$ cat src/rtl/alu_iterative.sv
// rtl/alu_iterative.sv - multi-cycle signed ALU, SLICE bits per clock, LSB slice first
module alu_iterative #(
  parameter int WIDTH = 32,
  parameter int SLICE = 4
) (
  input  logic             clk,
  input  logic             rst_n,
  input  logic             in_valid,
  output logic             in_ready,
  input  logic [WIDTH-1:0] src1,
  input  logic [WIDTH-1:0] src2,
  input  logic [3:0]       ALU_control,
  input  logic [2:0]       bonus_control,
  output logic             out_valid,
  input  logic             out_ready,
  output logic [WIDTH-1:0] result,
  output logic             zero,
  output logic             cout,
  output logic             overflow
);
  localparam int N  = WIDTH / SLICE;
  localparam int CW = (N > 1) ? $clog2(N) : 1;
  localparam logic [CW-1:0] LAST = CW'(N - 1);

  localparam logic [3:0] OP_AND  = 4'b0000;
  localparam logic [3:0] OP_OR   = 4'b0001;
  localparam logic [3:0] OP_ADD  = 4'b0010;
  localparam logic [3:0] OP_SUB  = 4'b0110;
  localparam logic [3:0] OP_NOR  = 4'b1100;
  localparam logic [3:0] OP_NAND = 4'b1101;
  localparam logic [3:0] OP_SLT  = 4'b0111;

  typedef enum logic [1:0] {IDLE, RUN, DONE} state_t;

  state_t           state_q, state_d;
  logic [WIDTH-1:0] a_q, a_d, b_q, b_d, acc_q, acc_d;
  logic [3:0]       op_q, op_d;
  logic [2:0]       mode_q, mode_d;
  logic [CW-1:0]    cnt_q, cnt_d;
  logic             carry_q, carry_d, equal_q, equal_d;
  logic [WIDTH-1:0] result_q, result_d;
  logic             zero_q, zero_d, cout_q, cout_d, ovf_q, ovf_d;

  logic [SLICE-1:0] a_s, b_s, b_eff, slice_res;
  logic [SLICE:0]   sum_w;
  logic             is_sub, slice_cout, cin_msb, slice_eq, ovf_w, less, set;
  logic             accept, arith;
  logic [WIDTH-1:0] acc_next, final_res;

  // Slice datapath: operates on the low SLICE bits of the shifting operand registers.
  always_comb begin
    a_s        = a_q[SLICE-1:0];
    b_s        = b_q[SLICE-1:0];
    is_sub     = (op_q == OP_SUB) || (op_q == OP_SLT);
    b_eff      = is_sub ? ~b_s : b_s;
    sum_w      = {1'b0, a_s} + {1'b0, b_eff} + {{SLICE{1'b0}}, carry_q};
    slice_cout = sum_w[SLICE];
    cin_msb    = sum_w[SLICE-1] ^ a_s[SLICE-1] ^ b_eff[SLICE-1];
    ovf_w      = cin_msb ^ slice_cout;
    less       = sum_w[SLICE-1] ^ ovf_w;
    slice_eq   = equal_q & (a_s == b_s);
    arith      = (op_q == OP_ADD) || (op_q == OP_SUB);

    case (op_q)
      OP_AND:                 slice_res = a_s & b_s;
      OP_OR:                  slice_res = a_s | b_s;
      OP_ADD, OP_SUB, OP_SLT: slice_res = sum_w[SLICE-1:0];
      OP_NOR:                 slice_res = ~(a_s | b_s);
      OP_NAND:                slice_res = ~(a_s & b_s);
      default:                slice_res = '0;
    endcase

    case (mode_q)
      3'b000:  set = less;
      3'b001:  set = ~(less | slice_eq);
      3'b010:  set = less | slice_eq;
      3'b011:  set = ~less;
      3'b110:  set = slice_eq;
      3'b100:  set = ~slice_eq;
      default: set = 1'b0;
    endcase

    acc_next  = {slice_res, acc_q[WIDTH-1:SLICE]};
    final_res = (op_q == OP_SLT) ? {{(WIDTH-1){1'b0}}, set} : acc_next;
  end

  always_comb begin
    state_d  = state_q;
    a_d      = a_q;
    b_d      = b_q;
    acc_d    = acc_q;
    op_d     = op_q;
    mode_d   = mode_q;
    cnt_d    = cnt_q;
    carry_d  = carry_q;
    equal_d  = equal_q;
    result_d = result_q;
    zero_d   = zero_q;
    cout_d   = cout_q;
    ovf_d    = ovf_q;
    in_ready = (state_q == IDLE) || ((state_q == DONE) && out_ready);
    accept   = in_valid && in_ready;

    case (state_q)
      IDLE: if (accept) state_d = RUN;
      RUN: begin
        a_d     = a_q >> SLICE;
        b_d     = b_q >> SLICE;
        acc_d   = acc_next;
        carry_d = slice_cout;
        equal_d = slice_eq;
        cnt_d   = cnt_q + 1'b1;
        if (cnt_q == LAST) begin
          state_d  = DONE;
          result_d = final_res;
          zero_d   = (final_res == '0);
          cout_d   = arith & slice_cout;
          ovf_d    = arith & ovf_w;
        end
      end
      DONE: if (out_ready) state_d = accept ? RUN : IDLE;
      default: state_d = IDLE;
    endcase

    if (accept) begin
      a_d     = src1;
      b_d     = src2;
      op_d    = ALU_control;
      mode_d  = bonus_control;
      cnt_d   = '0;
      acc_d   = '0;
      carry_d = (ALU_control == OP_SUB) || (ALU_control == OP_SLT);
      equal_d = 1'b1;
    end
  end

  always_ff @(posedge clk or negedge rst_n) begin
    if (!rst_n) begin
      state_q  <= IDLE;
      a_q      <= '0;
      b_q      <= '0;
      acc_q    <= '0;
      op_q     <= '0;
      mode_q   <= '0;
      cnt_q    <= '0;
      carry_q  <= 1'b0;
      equal_q  <= 1'b1;
      result_q <= '0;
      zero_q   <= 1'b0;
      cout_q   <= 1'b0;
      ovf_q    <= 1'b0;
    end else begin
      state_q  <= state_d;
      a_q      <= a_d;
      b_q      <= b_d;
      acc_q    <= acc_d;
      op_q     <= op_d;
      mode_q   <= mode_d;
      cnt_q    <= cnt_d;
      carry_q  <= carry_d;
      equal_q  <= equal_d;
      result_q <= result_d;
      zero_q   <= zero_d;
      cout_q   <= cout_d;
      ovf_q    <= ovf_d;
    end
  end

  assign out_valid = (state_q == DONE);
  assign result    = result_q;
  assign zero      = zero_q;
  assign cout      = cout_q;
  assign overflow  = ovf_q;

endmodule

$ cat config.mk
export PLATFORM = sky130hd
export DESIGN_NAME = alu_iterative
export DESIGN_NICKNAME = d
export VERILOG_FILES = /design/src/rtl/alu_iterative.sv
export SDC_FILE = /design/constraint.sdc
export NUM_CORES = 1
export LEC_CHECK = 0
export ABC_AREA = 1
export CAP_MARGIN = 20
export CELL_PAD_IN_SITES_DETAIL_PLACEMENT = 1
export CELL_PAD_IN_SITES_GLOBAL_PLACEMENT = 1
export CORE_MARGIN = 8
export CORE_UTILIZATION = 40
export DETAILED_ROUTE_END_ITERATION = 6
export GPL_TIMING_DRIVEN = 0
export PLACE_DENSITY_LB_ADDON = 0.1
export SLEW_MARGIN = 15
export SYNTH_ARGS = -nofsm -noshare
export SYNTH_HDL_FRONTEND = slang
export SYNTH_SLANG_ARGS = --single-unit
$ cat constraint.sdc
create_clock -name clk -period 3.38 [get_ports clk]
set_input_delay 0.507 -clock clk [delete_from_list [all_inputs] [get_ports clk]]
set_output_delay 0.507 -clock clk [all_outputs]
set_load 0.01 [all_outputs]
# [Yosys cells after proc, flatten, opt, wreduce, memory -nomap -nowiden]
# Index checks and enable logic that the tools add are counted.
[classes] div_mod_pow=0 reduce_logical=14 shift=0 mux=21 n_lt_le_gt_ge=0 n_addsub=3 bitwise_logic=16 multipliers=0 n_eq_ne=20
[op_table] op="$mux 32" count=7
[op_table] op="$logic_not 32->1" count=1
[op_table] op="$pmux 4 s5" count=1
[op_table] op="$eq 4x3->1 const B" count=4
[op_table] op="$not 4->4" count=3
[op_table] op="$eq 3x3->1 const B" count=3
[op_table] op="$eq 4x4->1 const B" count=2
[op_table] op="$eq 3x2->1 const B" count=2
[op_table] op="$mux 2" count=3
[op_table] op="$mux 3" count=2
[op_table] op="$pmux 1 s6" count=1
[op_table] op="$pmux 2 s3" count=1
[op_table] op="$add 4x4->5" count=1
[op_table] op="$add 5x1->5" count=1
[op_table] op="$mux 1" count=5
[op_table] op="$and 4x4->4" count=1
[op_table] op="$eq 4x1->1 const B" count=1
[op_table] op="$eq 4x2->1 const B" count=1
[op_table] op="$eq 4x4->1" count=1
[op_table] op="$logic_not 4->1" count=1
[op_table] op="$logic_or 1x1->1" count=4
[op_table] op="$mux 4" count=1
[op_table] op="$ne 2x2->1 const B" count=2
[op_table] op="$or 4x4->4" count=1
[op_table] op="other kinds (16)" count=24
[totals] in_bits=75 elab_cells=87 output_inout_bits=37 romBits=0 ramBits=0 memories=0 register_bits=145 latchBits=0

# [Longest topological paths before layout]
# Gate-level depths: netlist of the first run.
[logic_depth] depth_word=14 depth_mapped=17 mapped_depth_nobuf=17

# [Worst setup path before layout of the first run]
# OpenSTA, ideal clock, no wires.
[synth_path] path_type="register to register" start="reg op_q[3]" end="reg result_q[0] (netlist: result[0])" setup_time_ns=0.117 path_stages_with_launch=18 period_less_slack_ns=2.472 arrival_time_ns=2.355 path_slack_ns=0.908 path_buffers=0 t_required_ns=3.263 path_cell_list="dfrtp_1 > inv_2 > nand3_2 > xor2_1 > fa_1 > fa_1 > inv_1 > nand3_1 > nand2_1 > nand2_1 > nand3_2 > nand2_1 > nor2_1 > nor2_1 > nand2_1 > nand2_1 > nand2_1 > nand2_1"
[synth_via] elab_chain_cells=13 elab_cells_between_ends=15 cone_classes="2 x add/sub; 2 x eq/ne; 3 x mux; 7 x bitwise; 1 x reduce/logical"
[synth_lines] element="start, declared" line="37" rtl="logic [3:0] op_q, op_d;"
[synth_lines] element="start signal, assigned" line="157" rtl="op_q <= op_d;"
[synth_lines] element="$eq 4x3->1 (on tied branches)" line="54, 84"
[synth_lines] element="$logic_or 1x1->1" line="54" rtl="is_sub = (op_q == OP_SUB) || (op_q == OP_SLT);"
[synth_lines] element="$mux 4" line="55" rtl="b_eff = is_sub ? ~b_s : b_s;"
[synth_lines] element="$add 4x4->5" line="56" rtl="sum_w = {1'b0, a_s} + {1'b0, b_eff} + {{SLICE{1'b0}}, carry_q};"
[synth_lines] element="$add 5x1->5" line="56"
[synth_lines] element="$xor 1x1->1 (2 in series)" line="58" rtl="cin_msb = sum_w[SLICE-1] ^ a_s[SLICE-1] ^ b_eff[SLICE-1];"
[synth_lines] element="$xor 1x1->1" line="59" rtl="ovf_w = cin_msb ^ slice_cout;"
[synth_lines] element="$xor 1x1->1" line="60" rtl="less = sum_w[SLICE-1] ^ ovf_w;"
[synth_lines] element="$or 1x1->1" line="75, 76"
[synth_lines] element="$not 1->1" line="75" rtl="3'b001: set = ~(less | slice_eq);"
[synth_lines] element="$pmux 1 s6" line="73" rtl="case (mode_q)"
[synth_lines] element="$mux 32 (*)" line="84" rtl="final_res = (op_q == OP_SLT) ? {{(WIDTH-1){1'b0}}, set} : acc_next;"
[synth_lines] element="end signal, assigned" line="162" rtl="result_q <= result_d;"
[synth_lines] element="end, declared" line="41" rtl="logic [WIDTH-1:0] result_q, result_d;"
# Every way passes the cells marked *; elsewhere a longest branch is shown, timed or not.
# A chain may end at the register's enable or synchronous reset.

# [Worst setup path in the final report of the first run]
[layout_path] start="reg op_q[2]" end="reg zero_q (netlist: zero)"
[layout_via] elab_chain_cells=14 elab_cells_between_ends=23 cone_classes="2 x add/sub; 6 x eq/ne; 4 x mux; 7 x bitwise; 4 x reduce/logical"
[layout_lines] element="$eq 4x3->1 (on tied branches)" line="54, 64, 84"
[layout_lines] element="$logic_or 1x1->1" line="54"
[layout_lines] element="$mux 4" line="55"
[layout_lines] element="$add 4x4->5" line="56"
[layout_lines] element="$add 5x1->5" line="56"
[layout_lines] element="$xor 1x1->1 (2 in series)" line="58"
[layout_lines] element="$xor 1x1->1" line="59"
[layout_lines] element="$xor 1x1->1" line="60"
[layout_lines] element="$or 1x1->1" line="75, 76"
[layout_lines] element="$not 1->1" line="75"
[layout_lines] element="$pmux 1 s6" line="73"
[layout_lines] element="$mux 32 (*)" line="84"
[layout_lines] element="$logic_not 32->1 (*)" line="116" rtl="zero_d = (final_res == '0);"
[layout_lines] element="end signal, assigned" line="163" rtl="zero_q <= zero_d;"
[layout_lines] element="end, declared" line="42" rtl="logic zero_q, zero_d, cout_q, cout_d, ovf_q, ovf_d;"
# Marks and branches as above.

==> results of run 1 <==
==> sequential cells by signal, summed over array words and instances (netlist names) <==
name	flops
a_q	32
acc_q	28
b_q	32
carry_q	1
cnt_q	3
cout	1
equal_q	1
mode_q	3
op_q	4
overflow	1
result	32
state_q	2
zero	1
==> cell type report <==
class / instances / area [sq um] / area share (%)
inverters: 79 / 297 / 3.48
clock buffers: 19 / 453 / 5.32
well taps: 216 / 270 / 3.18
multi-input cells: 458 / 2450 / 28.8
repair buffers: 113 / 1150 / 13.6
plain buffers: 38 / 178 / 2.09
flip-flops and latches: 141 / 3530 / 41.5
clock inverters: 13 / 179 / 2.10
==> power by group through the flow <==
stage / registers (mW) / clock network, mW / logic, mW
3_5_place_dp: 2.81 / 0 / 3.66
3_3_place_gp: 2.78 / 0 / 3.49
5_1_grt: 2.87 / 2.10 / 4.13
6_report: 2.79 / 2.01 / 3.68
4_1_cts: 2.79 / 2.03 / 3.72
2_1_floorplan: 2.77 / 0 / 2.28
==> tightest hold or removal path, stage by stage, from the launching register on <==
cell,delay (ps)
dfrtp_1,350
nand2_1,50
o31ai_1,50
==> synthesized netlist by cell type (all sizes together) <==
cell | instances | area, sq um
a22o | 8 | 70.1
dfstp | 1 | 26.3
o31ai | 23 | 173
o211ai | 18 | 135
nor2 | 21 | 91.3
o21ai | 40 | 200
clkbuf | 19 | 71.3
ha | 14 | 175
o22ai | 21 | 131
xnor2 | 1 | 8.76
buf | 19 | 106
inv | 79 | 297
xor2 | 5 | 43.8
a21oi | 7 | 35.0
fa | 2 | 40.0
a22oi | 3 | 22.5
nand3 | 44 | 235
nand4 | 6 | 52.6
o221ai | 17 | 149
dfrtp | 140 | 3500
nand3b | 3 | 22.5
nand2 | 223 | 847
a32o | 2 | 20.0
==> cells by family after synthesis <==
logic type / count (synthesis)
AND/OR/NAND/NOR: 297
flip-flops: 141
adder cells (fa/ha/maj): 16
XOR/XNOR: 6
AO/OA/AOI/OAI: 139
buffers and inverters: 117
==> routing by layer <==
metal  wire (um)  global-route usage, %  vias up
met4         247                   5.87        0
met2       10100                   35.6      116
met5           0                      0        -
met3         893                   4.84       22
li1            -                      -     2655
met1        8860                   24.9     2860
==> timing repair <==
| item | CTS | global route |
|---|---|---|
| hold endpoints to repair | 35 | 0 |
| resized for setup | 0 | 0 |
| hold buffers | 1 | 0 |
==> worst paths after layout <==
check                           from    endpoint  slack (ps)  cells after the start
max                          op_q[2]        zero         400                     15
max in group asynchronous      rst_n      a_q[2]        2020                      3
min reg2reg                result[7]   result[7]         480                      2
min in group asynchronous      rst_n  result[11]         550                      2
min                        result[7]   result[7]         480                      2
max reg2reg                  op_q[2]        zero         400                     15
==> layout by cell type, fill, tap and decap left out, types with 4 or more instances in the layout <==
| cell type | n |
|---|---|
| clkbuf_1 | 19 |
| nand2_1 | 219 |
| ha_1 | 14 |
| nand4_1 | 5 |
| inv_2 | 7 |
| o21ai_0 | 33 |
| nand3_1 | 41 |
| o31ai_1 | 23 |
| o22ai_1 | 21 |
| o211ai_1 | 18 |
| nand2_2 | 4 |
| clkbuf_16 | 17 |
| buf_2 | 10 |
| o21ai_1 | 7 |
| a22o_1 | 8 |
| dfrtp_1 | 140 |
| a21oi_1 | 7 |
| o221ai_1 | 17 |
| clkdlybuf4s50_1 | 110 |
| inv_1 | 72 |
| xor2_1 | 5 |
| buf_1 | 6 |
| nor2_1 | 18 |
==> through the flow <==
stage	cell area (sq um)	util, %	instances	worst slack (ps)	hold slack, ps
6_report	8510	53.8	1077	395	483
4_1_cts	8510	53.8	1077	371	486
3_3_place_gp	7840	49.5	1043	-3790	463
3_5_place_dp	7870	49.7	1044	461	394
2_1_floorplan	6460	-	716	908	211
5_1_grt	8510	53.8	1077	188	509
==> run_results.csv, run 1 <==
group,metric,value,unit
routing,drt_iter0_drc,254,
synthesis,synth_xor_xnor_area_share,0.814,%
power_and_ir_drop,p_switching,3.49,mW
power_and_ir_drop,peakVddDrop,0.000436,V
sta,clock.fmax,335,MHz
clocking,post_cts_buffers,0,
grt,grt-ovfl-total,0,
die,dieArea,20500,sq um
cells_and_area,final_layout_size_suffix_gt1_share,7.67,%
synthesis,yosys.area_share.simple,19.3,%
sta,hold_viol,0,
power_and_ir_drop,p_total,8.48,mW
power_and_ir_drop,power_density,996,nW/um^2
clocking,htreeDepth,4,
synthesis,synth_area,6460,sq um
sta,setup_viol,0,
critical_path,required,3740,ps
critical_path,cp_max_fo,6,
die,die_h,143,um
grt,grt_usage,20.6,%
critical_path,cp.arrival,3340,ps
grt,grt_max_degree,107,
clocking,clock-sinks,141,
sta,worst_slew_pin_slew,720,ps
critical_path,crit_type,"reg2reg",
cells_and_area,fillers,1835,
clocking,cts_root_buf,"clkbuf_16",
die,coreArea,15800,sq um
flow_run,cap_violations,0,
synthesis,synth_compound_area_share,14.5,%
power_and_ir_drop,combPwrFrac,43.4,%
routing,viasPerCell,5.25,
power_and_ir_drop,internal-power,4.99,mW
sta,setup_tns,0,ps
critical_path,crit_chain,"nand3_2, xor2_1, fa_1, fa_1, inv_1, nand3_1, nand2_1, nand2_1, nand3_2, nand2_1, nor2_1, nor2_1, a21oi_1, nand2_1, nand2_1",
critical_path,cpLargestDelayFamily,"simple AND/OR/NAND/NOR gates",
synthesis,yosysWarnings,0,
routing,drtAntennaViolNets,0,
routing,drc_errors,0,
routing,first_pass_iters,4,
synthesis,synth.mux.area_fraction,0,%
synthesis,synthAdderAreaFrac,3.33,%
routing,vias,5653,
sta,slew_violations,0,
die,rows,46,
min_path,hold_class,"reg2reg",
clocking,numCtsBuffers,17,
cells_and_area,syn_to_final_growth,31.8,%
placement,gp_congestion,0.806,
critical_path,worst_path_most_repeated_cell,"nand2_1",
cells_and_area,n_antenna_cell,0,
critical_path,critPathCaptureType,"flop",
run_status,status,"complete, no violations",
placement,hpwl,14900,um
placement,port-buffer-count,111,
sta,fin_crit,2980,ps
synthesis,ys_ff_latch,141,
cells_and_area,final_nets,939,
synthesis,seq_area_frac_synth,54.7,%
grt,grt_antenna_before_repair,0,
clocking,cts_tree,"yes",
synthesis,synth_top_family_by_area,"simple AND/OR/NAND/NOR gates",
synthesis,yosysUniqueCellTypes,32,
die,die_x,143,um
critical_path,cp.buffers_inverters,1,
sta,skew,11.3,ps
clocking,clkTransAtPathRegs,60,ps
critical_path,cp_slowest_stage_delay,530,ps
power_and_ir_drop,p_sw_share,41.1,%
power_and_ir_drop,pwr-share-clk,23.7,%
clocking,cts_buffer_depth,2,
die,ioPinCount,112,
grt,grt_first_pass_wirelength,32700,um
sta,fin_crit_sh,88.3,%
critical_path,crit_slowest_cell,"dfrtp_1",
critical_path,critPathLaunchType,"flop",
routing,routedWlPerCell,18.7,um
clocking,clk_latency,430,ps
synthesis,synth.avg_cell_area,9.02,sq um
synthesis,synth_cells,716,
synthesis,synth_nets,807,
die,initial_utilization,40.8,%
sta,rsz0062_at_grt,"no",
power_and_ir_drop,p_seq_share,32.9,%
sta,slew_headroom,52.0,%
routing,wirelength,20100,um
grt,grt_pass1_vias,6315,
power_and_ir_drop,leakage,3.89,nW
Power figures use the tool's default switching activity.
==> run 2, diff against run 1 <==
HOLD_SLACK_MARGIN = 0.1   (was default)
SKIP_CTS_REPAIR_TIMING = 1   (was default)
==> results of run 2 <==
The final DEF is identical to that of run 1; final timing and power are the same.
Among the figures that moved: via count of the first global-routing pass 6315 -> 6306; met3 usage 4.84% -> 4.87%
==> run 3, diff against run 2 <==
CTS_CLUSTER_SIZE = 30   (was default)
==> results of run 3 <==
The final DEF is identical to that of run 1; final timing and power are the same.
Among the figures that moved: via count of the first global-routing pass 6315 -> 6306; met3 usage 4.84% -> 4.87%
